[config.mk]
export PLATFORM = sky130hd
export DESIGN_NAME = alu_op_sequencer
export DESIGN_NICKNAME = d
export VERILOG_FILES = /design/src/rtl/alu_op_sequencer.sv
export SDC_FILE = /design/constraint.sdc
export NUM_CORES = 1
export LEC_CHECK = 0
export CELL_PAD_IN_SITES_DETAIL_PLACEMENT = 1
export CELL_PAD_IN_SITES_GLOBAL_PLACEMENT = 2
export CORE_MARGIN = 1.5
export CORE_UTILIZATION = 25
export CTS_CLUSTER_SIZE = 14
export DETAILED_ROUTE_END_ITERATION = 6
export HOLD_SLACK_MARGIN = 0.02
export PLACE_DENSITY_LB_ADDON = 0.1
export SYNTH_ARGS = -nofsm -noshare
export SYNTH_HDL_FRONTEND = slang
export SYNTH_SLANG_ARGS = --single-unit
[constraint.sdc]
create_clock -name Clk -period 2.3 [get_ports Clk]
set_input_delay 0.23 -clock Clk [delete_from_list [all_inputs] [get_ports Clk]]
set_output_delay 0.23 -clock Clk [all_outputs]
set_load 0.02 [all_outputs]
[src/rtl/alu_op_sequencer.sv]
// Registered, handshaked ALU micro-op sequencer: turns each accepted opcode into one or two micro-op beats.
// Optional performance counters are built only when ALUSEQ_PERF_EN is defined.
module alu_op_sequencer #(
    parameter int OPC_W = 6,
    parameter int OPW   = 5,
    parameter int CNT_W = 16
) (
    input  logic             Clk,
    input  logic             Rst_n,
    input  logic             Flush,
    input  logic             InValid,
    output logic             InReady,
    input  logic [OPC_W-1:0] Opcode,
    output logic             OutValid,
    input  logic             OutReady,
    output logic [OPW-1:0]   Operation,
    output logic             Step,
    output logic             Last,
    output logic             IllegalOp,
    output logic [CNT_W-1:0] InstrCnt,
    output logic [CNT_W-1:0] StallCnt,
    output logic [1:0]       dbg_state
);

    typedef enum logic [1:0] {
        IDLE = 2'd0,
        S0   = 2'd1,
        S1   = 2'd2
    } state_t;

    // Handshake: a beat transfers on a cycle where OutValid & OutReady; an opcode is
    // taken on InValid & InReady unless Flush is high in that cycle.

    // Result packing: {illegal, last, op[4:0]}.
    function automatic logic [6:0] decode(input logic [OPC_W-1:0] opc, input logic step);
        logic [5:0]       o;
        logic [4:0]       op;
        logic             last;
        logic             ill;
        logic [OPC_W-1:0] hi;
        o    = opc[5:0];
        hi   = opc >> 6;
        op   = 5'b00010;
        last = 1'b1;
        ill  = 1'b0;
        casez (o)
            6'b00000?:          op = 5'b00010;
            6'b010???:          op = {2'b00, o[2:0]};
            6'b11001?, 6'b1101??: op = {2'b00, o[2:0]};
            6'b111001:          op = 5'b01100;
            6'b111010:          op = 5'b01101;
            6'b111011:          op = 5'b01110;
            6'b111100:          op = 5'b10000;
            6'b1000??: begin
                op   = step ? 5'b00010 : {3'b010, o[1:0]};
                last = step;
            end
            6'b111101: begin
                op   = step ? 5'b01111 : 5'b00010;
                last = step;
            end
            6'b111110: begin
                op   = step ? 5'b10001 : 5'b00010;
                last = step;
            end
            6'b000010: begin
                op   = step ? 5'b00010 : 5'b10010;
                last = step;
            end
            default:            ill = 1'b1;
        endcase
        if (hi != '0) begin
            op   = 5'b00010;
            last = 1'b1;
            ill  = 1'b1;
        end
        return {ill, last, op};
    endfunction

    state_t           state_q, state_n;
    logic [OPC_W-1:0] opc_q, opc_n;
    logic             valid_q, valid_n;
    logic [OPW-1:0]   op_q, op_n;
    logic             step_q, step_n;
    logic             last_q, last_n;
    logic             ill_q, ill_n;
    logic             ready_en_q;
    logic             accept;
    logic             hs;
    logic [6:0]       dec_in;
    logic [6:0]       dec_s1;

    assign dec_in  = decode(Opcode, 1'b0);
    assign dec_s1  = decode(opc_q, 1'b1);
    assign hs      = valid_q & OutReady;
    // ready_en_q keeps InReady low until the first clock after reset release.
    assign InReady = ready_en_q & ((state_q == IDLE) | (hs & last_q) | Flush);
    assign accept  = InValid & InReady & ~Flush;

    always_ff @(posedge Clk or negedge Rst_n) begin
        if (!Rst_n) begin
            state_q    <= IDLE;
            opc_q      <= '0;
            valid_q    <= 1'b0;
            op_q       <= '0;
            step_q     <= 1'b0;
            last_q     <= 1'b0;
            ill_q      <= 1'b0;
            ready_en_q <= 1'b0;
        end else begin
            state_q    <= state_n;
            opc_q      <= opc_n;
            valid_q    <= valid_n;
            op_q       <= op_n;
            step_q     <= step_n;
            last_q     <= last_n;
            ill_q      <= ill_n;
            ready_en_q <= 1'b1;
        end
    end

    always_comb begin
        state_n = state_q;
        opc_n   = accept ? Opcode : opc_q;
        valid_n = valid_q;
        op_n    = op_q;
        step_n  = step_q;
        last_n  = last_q;
        ill_n   = ill_q;
        case (state_q)
            IDLE: begin
                if (accept) begin
                    state_n = S0;
                    valid_n = 1'b1;
                    op_n    = OPW'(dec_in[4:0]);
                    step_n  = 1'b0;
                    last_n  = dec_in[5];
                    ill_n   = dec_in[6];
                end
            end
            S0, S1: begin
                if (hs && !last_q) begin
                    state_n = S1;
                    op_n    = OPW'(dec_s1[4:0]);
                    step_n  = 1'b1;
                    last_n  = 1'b1;
                    ill_n   = 1'b0;
                end else if (hs && accept) begin
                    state_n = S0;
                    valid_n = 1'b1;
                    op_n    = OPW'(dec_in[4:0]);
                    step_n  = 1'b0;
                    last_n  = dec_in[5];
                    ill_n   = dec_in[6];
                end else if (hs) begin
                    state_n = IDLE;
                    valid_n = 1'b0;
                    op_n    = '0;
                    step_n  = 1'b0;
                    last_n  = 1'b0;
                    ill_n   = 1'b0;
                end
            end
            default: begin
                state_n = IDLE;
                valid_n = 1'b0;
                op_n    = '0;
                step_n  = 1'b0;
                last_n  = 1'b0;
                ill_n   = 1'b0;
            end
        endcase
        // Flush wins over any handshake or accept in the same cycle.
        if (Flush) begin
            state_n = IDLE;
            valid_n = 1'b0;
            op_n    = '0;
            step_n  = 1'b0;
            last_n  = 1'b0;
            ill_n   = 1'b0;
        end
    end

    assign OutValid  = valid_q;
    assign Operation = op_q;
    assign Step      = step_q;
    assign Last      = last_q;
    assign IllegalOp = ill_q;
    assign dbg_state = state_q;

`ifdef ALUSEQ_PERF_EN
    logic [CNT_W-1:0] instr_q;
    logic [CNT_W-1:0] stall_q;

    always_ff @(posedge Clk or negedge Rst_n) begin
        if (!Rst_n) begin
            instr_q <= '0;
            stall_q <= '0;
        end else begin
            if (hs && last_q && (instr_q != '1)) instr_q <= instr_q + 1'b1;
            if (valid_q && !OutReady && (stall_q != '1)) stall_q <= stall_q + 1'b1;
        end
    end

    assign InstrCnt = instr_q;
    assign StallCnt = stall_q;
`else
    assign InstrCnt = '0;
    assign StallCnt = '0;
`endif

endmodule

==> metrics.md, run 1 <==
| Metric | Value |
|---|---|
| Starting DRT DRC Count | `45` |
| Top-level port count | `55` |
| Top Metal Used | `met4` |
| Critical Path Fanout Max | `5` |
| Wl on met1 | `1660 um` |
| Met3 WL post-DR | `144 um` |
| Post-CTS Hold Fix Bufs | `0` |
| Area of the core | `0.00564 mm^2` |
| Critical Path AT | `1880 ps` |
| Ys flop type | `dfrtp_1` |
| Rows | `27` |
| Register area share after synthesis | `0.302` |
| Max Cap Viol | `0` |
| Net Sw Power | `0.000631 W` |
| Clk pwr share | `0.170` |
| Crit end category | `output port` |
| Num CTS Buffers | `3` |
| Layout cells sized above 1 | `0.145` |
| VDD IR max | `0.000269 V` |
| HPWL Detailed | `3130 um` |
| Tmin final | `2110 ps` |
| # setup viols final | `0` |
| Residual DRC count | `0` |
| RSZ-0062 raised after global routing | `false` |
| Critical path type | `flip-flop to output port` |
| DR WL/cell | `14.5 um` |
| Number of global-route vias before repair | `1198` |
| Hold Fails Final Rpt | `0` |
| CTS sink count | `18` |
| # diodes | `0` |
| FFs w/ async S/R, synth | `1.00` |
| Antenna-violating nets left | `0` |
| Period Utilization, post-route | `0.916` |
| Hold_ws | `306 ps` |
| Drt total wl | `3850 um` |
| Startpoint Class | `flip-flop` |
| Worst-Margin Slew | `608 ps` |
| Number of I/O port buffers | `22` |
| Clock skew | `5.53 ps` |
| Critical Path RT | `2070 ps` |
| Number of antenna violations at the first check in global routing | `0` |
| FF-to-FF End | `Operation[1]` |
| Worst-Skew Late Latency | `250 ps` |
| Setup TNS | `0 ps` |
| Commonest non-fill, non-tap cell in the layout | `conb_1` |
| Register bit total from synthesis | `18` |
| Total grt overflow | `0` |
| Fin nets | `207` |
| Routed wl met2 | `2010 um` |
| Relative slew slack | `0.593` |
| Die W | `80.2 um` |
| Drt pass-1 iters | `4` |
| Initial core utilization | `0.264` |
| Fmax | `0.474 GHz` |
| Root Buffer Master | `clkbuf_8` |
| Clk buf depth | `2` |
| Die Ht | `80.2 um` |
| Leak | `0.740 nW` |
| PwrDens | `869 mW/mm^2` |
| GR Util All Layers | `0.126` |
| Logic gate share of total power | `0.455` |
| R2R setup slack | `360 ps` |
| EDFF count, synth | `0` |
| Die ar. | `0.00643 mm^2` |
| Reg2reg start | `dbg_state[0]` |
| Total number of vias | `1225` |
| GPL Wtd Cong | `0.753` |
| Max H-tree Level | `1` |
| Synthesized instance count | `170` |
| Syn-to-layout area delta | `16.8%` |
| Yosys warnings | `0` |
| Syn_area_per_cell | `8.77 um^2` |
| Vias/cell | `4.62` |
| Status | `finished, final reports clean` |
| Sequential share of power | `0.375` |
| Largest net degree at the start of global routing | `19` |
| R2r worst-path depth | `7` |
| Most frequent cells in the layout | `33 x conb_1, 22 x clkdlybuf4s50_1, 18 x dfrtp_1` |
| Int Power | `0.000882 W` |
| Fin. max-slew vios | `0` |
| CTS tree | `done` |
| Worst-path clk slew | `70 ps` |
| Sw Ratio | `0.417` |
| First-pass GRT wire length | `6130 um` |
| Min-Delay Path Class | `primary input to async pin` |
| Mapped cell area | `0.00149 mm^2` |
| Netlist cell types | `48` |
[layout make-up]
cell class / instances / area [um^2]
fill: 683 / 3900
multi-input combinational: 137 / 850
sequential: 18 / 450
timing repair buffer: 30 / 280
tap: 72 / 90.1
clock buffer: 4 / 55.1
inverter: 4 / 15.0
[cell usage after synthesis (all sizes together), types with 3 or more instances]
master | count | area [um^2]
nor3 | 3 | 20.0
o21ai | 8 | 40.0
dfrtp | 18 | 450
inv | 4 | 15.0
nor2b | 4 | 25.0
nor2 | 7 | 26.3
o211ai | 3 | 22.5
mux2 | 7 | 78.8
o22ai | 4 | 37.5
a21oi | 7 | 35.0
nand3 | 5 | 30.0
nand2 | 16 | 60.1
buf | 40 | 287
[metrics by stage]
stage	setup WS (ps)	area (um^2)	utilization	total power (W)	cells
2_1_floorplan	420	1610	-	0.00106	201
3_3_place_gp	295	1680	0.298	0.00125	261
3_5_place_dp	230	1680	0.298	0.00127	261
4_1_cts	81.2	1740	0.308	0.00153	265
5_1_grt	49.5	1740	0.308	0.00163	265
6_report	192	1740	0.308	0.00151	265
[worst max path at each step]
| stage | start | endpoint |
|---|---|---|
| after floorplan | dbg_state[0] | Operation[1] |
| after global placement | Opcode[5] | Operation[4] |
| after detailed placement | Opcode[5] | Operation[4] |
| after CTS | dbg_state[0] | InReady |
| after global routing | dbg_state[0] | InReady |
| final | dbg_state[0] | InReady |
[cell families after synthesis]
kind of cell / count (synthesis) / synth area share
AO/OA/AOI/OAI: 40 / 0.202
multiplexers: 8 / 0.0596
buffers and inverters: 46 / 0.207
AND/OR/NAND/NOR: 53 / 0.201
flip-flops: 18 / 0.302
adder cells (fa/ha/maj): 2 / 0.0168
XOR/XNOR: 1 / 0.00588
other: 2 / 0.00504
[power by group through the flow]
stage          Combinational, W  Clock [W]  Sequential (W)
2_1_floorplan          0.000518          0        0.000540
3_3_place_gp           0.000685          0        0.000563
3_5_place_dp           0.000695          0        0.000572
4_1_cts                0.000695   0.000266        0.000566
5_1_grt                0.000752   0.000281        0.000594
6_report               0.000688   0.000258        0.000567
[sequential cells by signal, summed over array words and instances, names as in the netlist]
register	count
dbg_state	2
Operation	5
opc_q	6
OutValid	1
Last	1
Step	1
ready_en_q	1
IllegalOp	1
[routing by layer]
metal	track usage	up-vias
met1	0.150	604
met3	0.0227	4
met4	0.0466	0
li1	-	588
met2	0.224	29
met5	0	-
[worst max-delay path, stage by stage (launching register included)]
cell and delay (ps):
dfrtp_1 420, inv_1 70, ha_2 250, a31oi_1 80
a21boi_0 190, clkdlybuf4s50_1 620
[repair_timing]
action                     4_1_cts  5_1_grt
buffers inserted                 0        0
setup endpoints to repair        0        1
hold endpoints to repair         0        0
resized for setup                0        1
No activity file was read; power rests on OpenSTA's default activity.
==> run 2: changes to the inputs <==
TNS_END_PERCENT = 100   (was default)
==> results of run 2 <==
The final DEF is identical to that of run 1; final timing and power are the same.
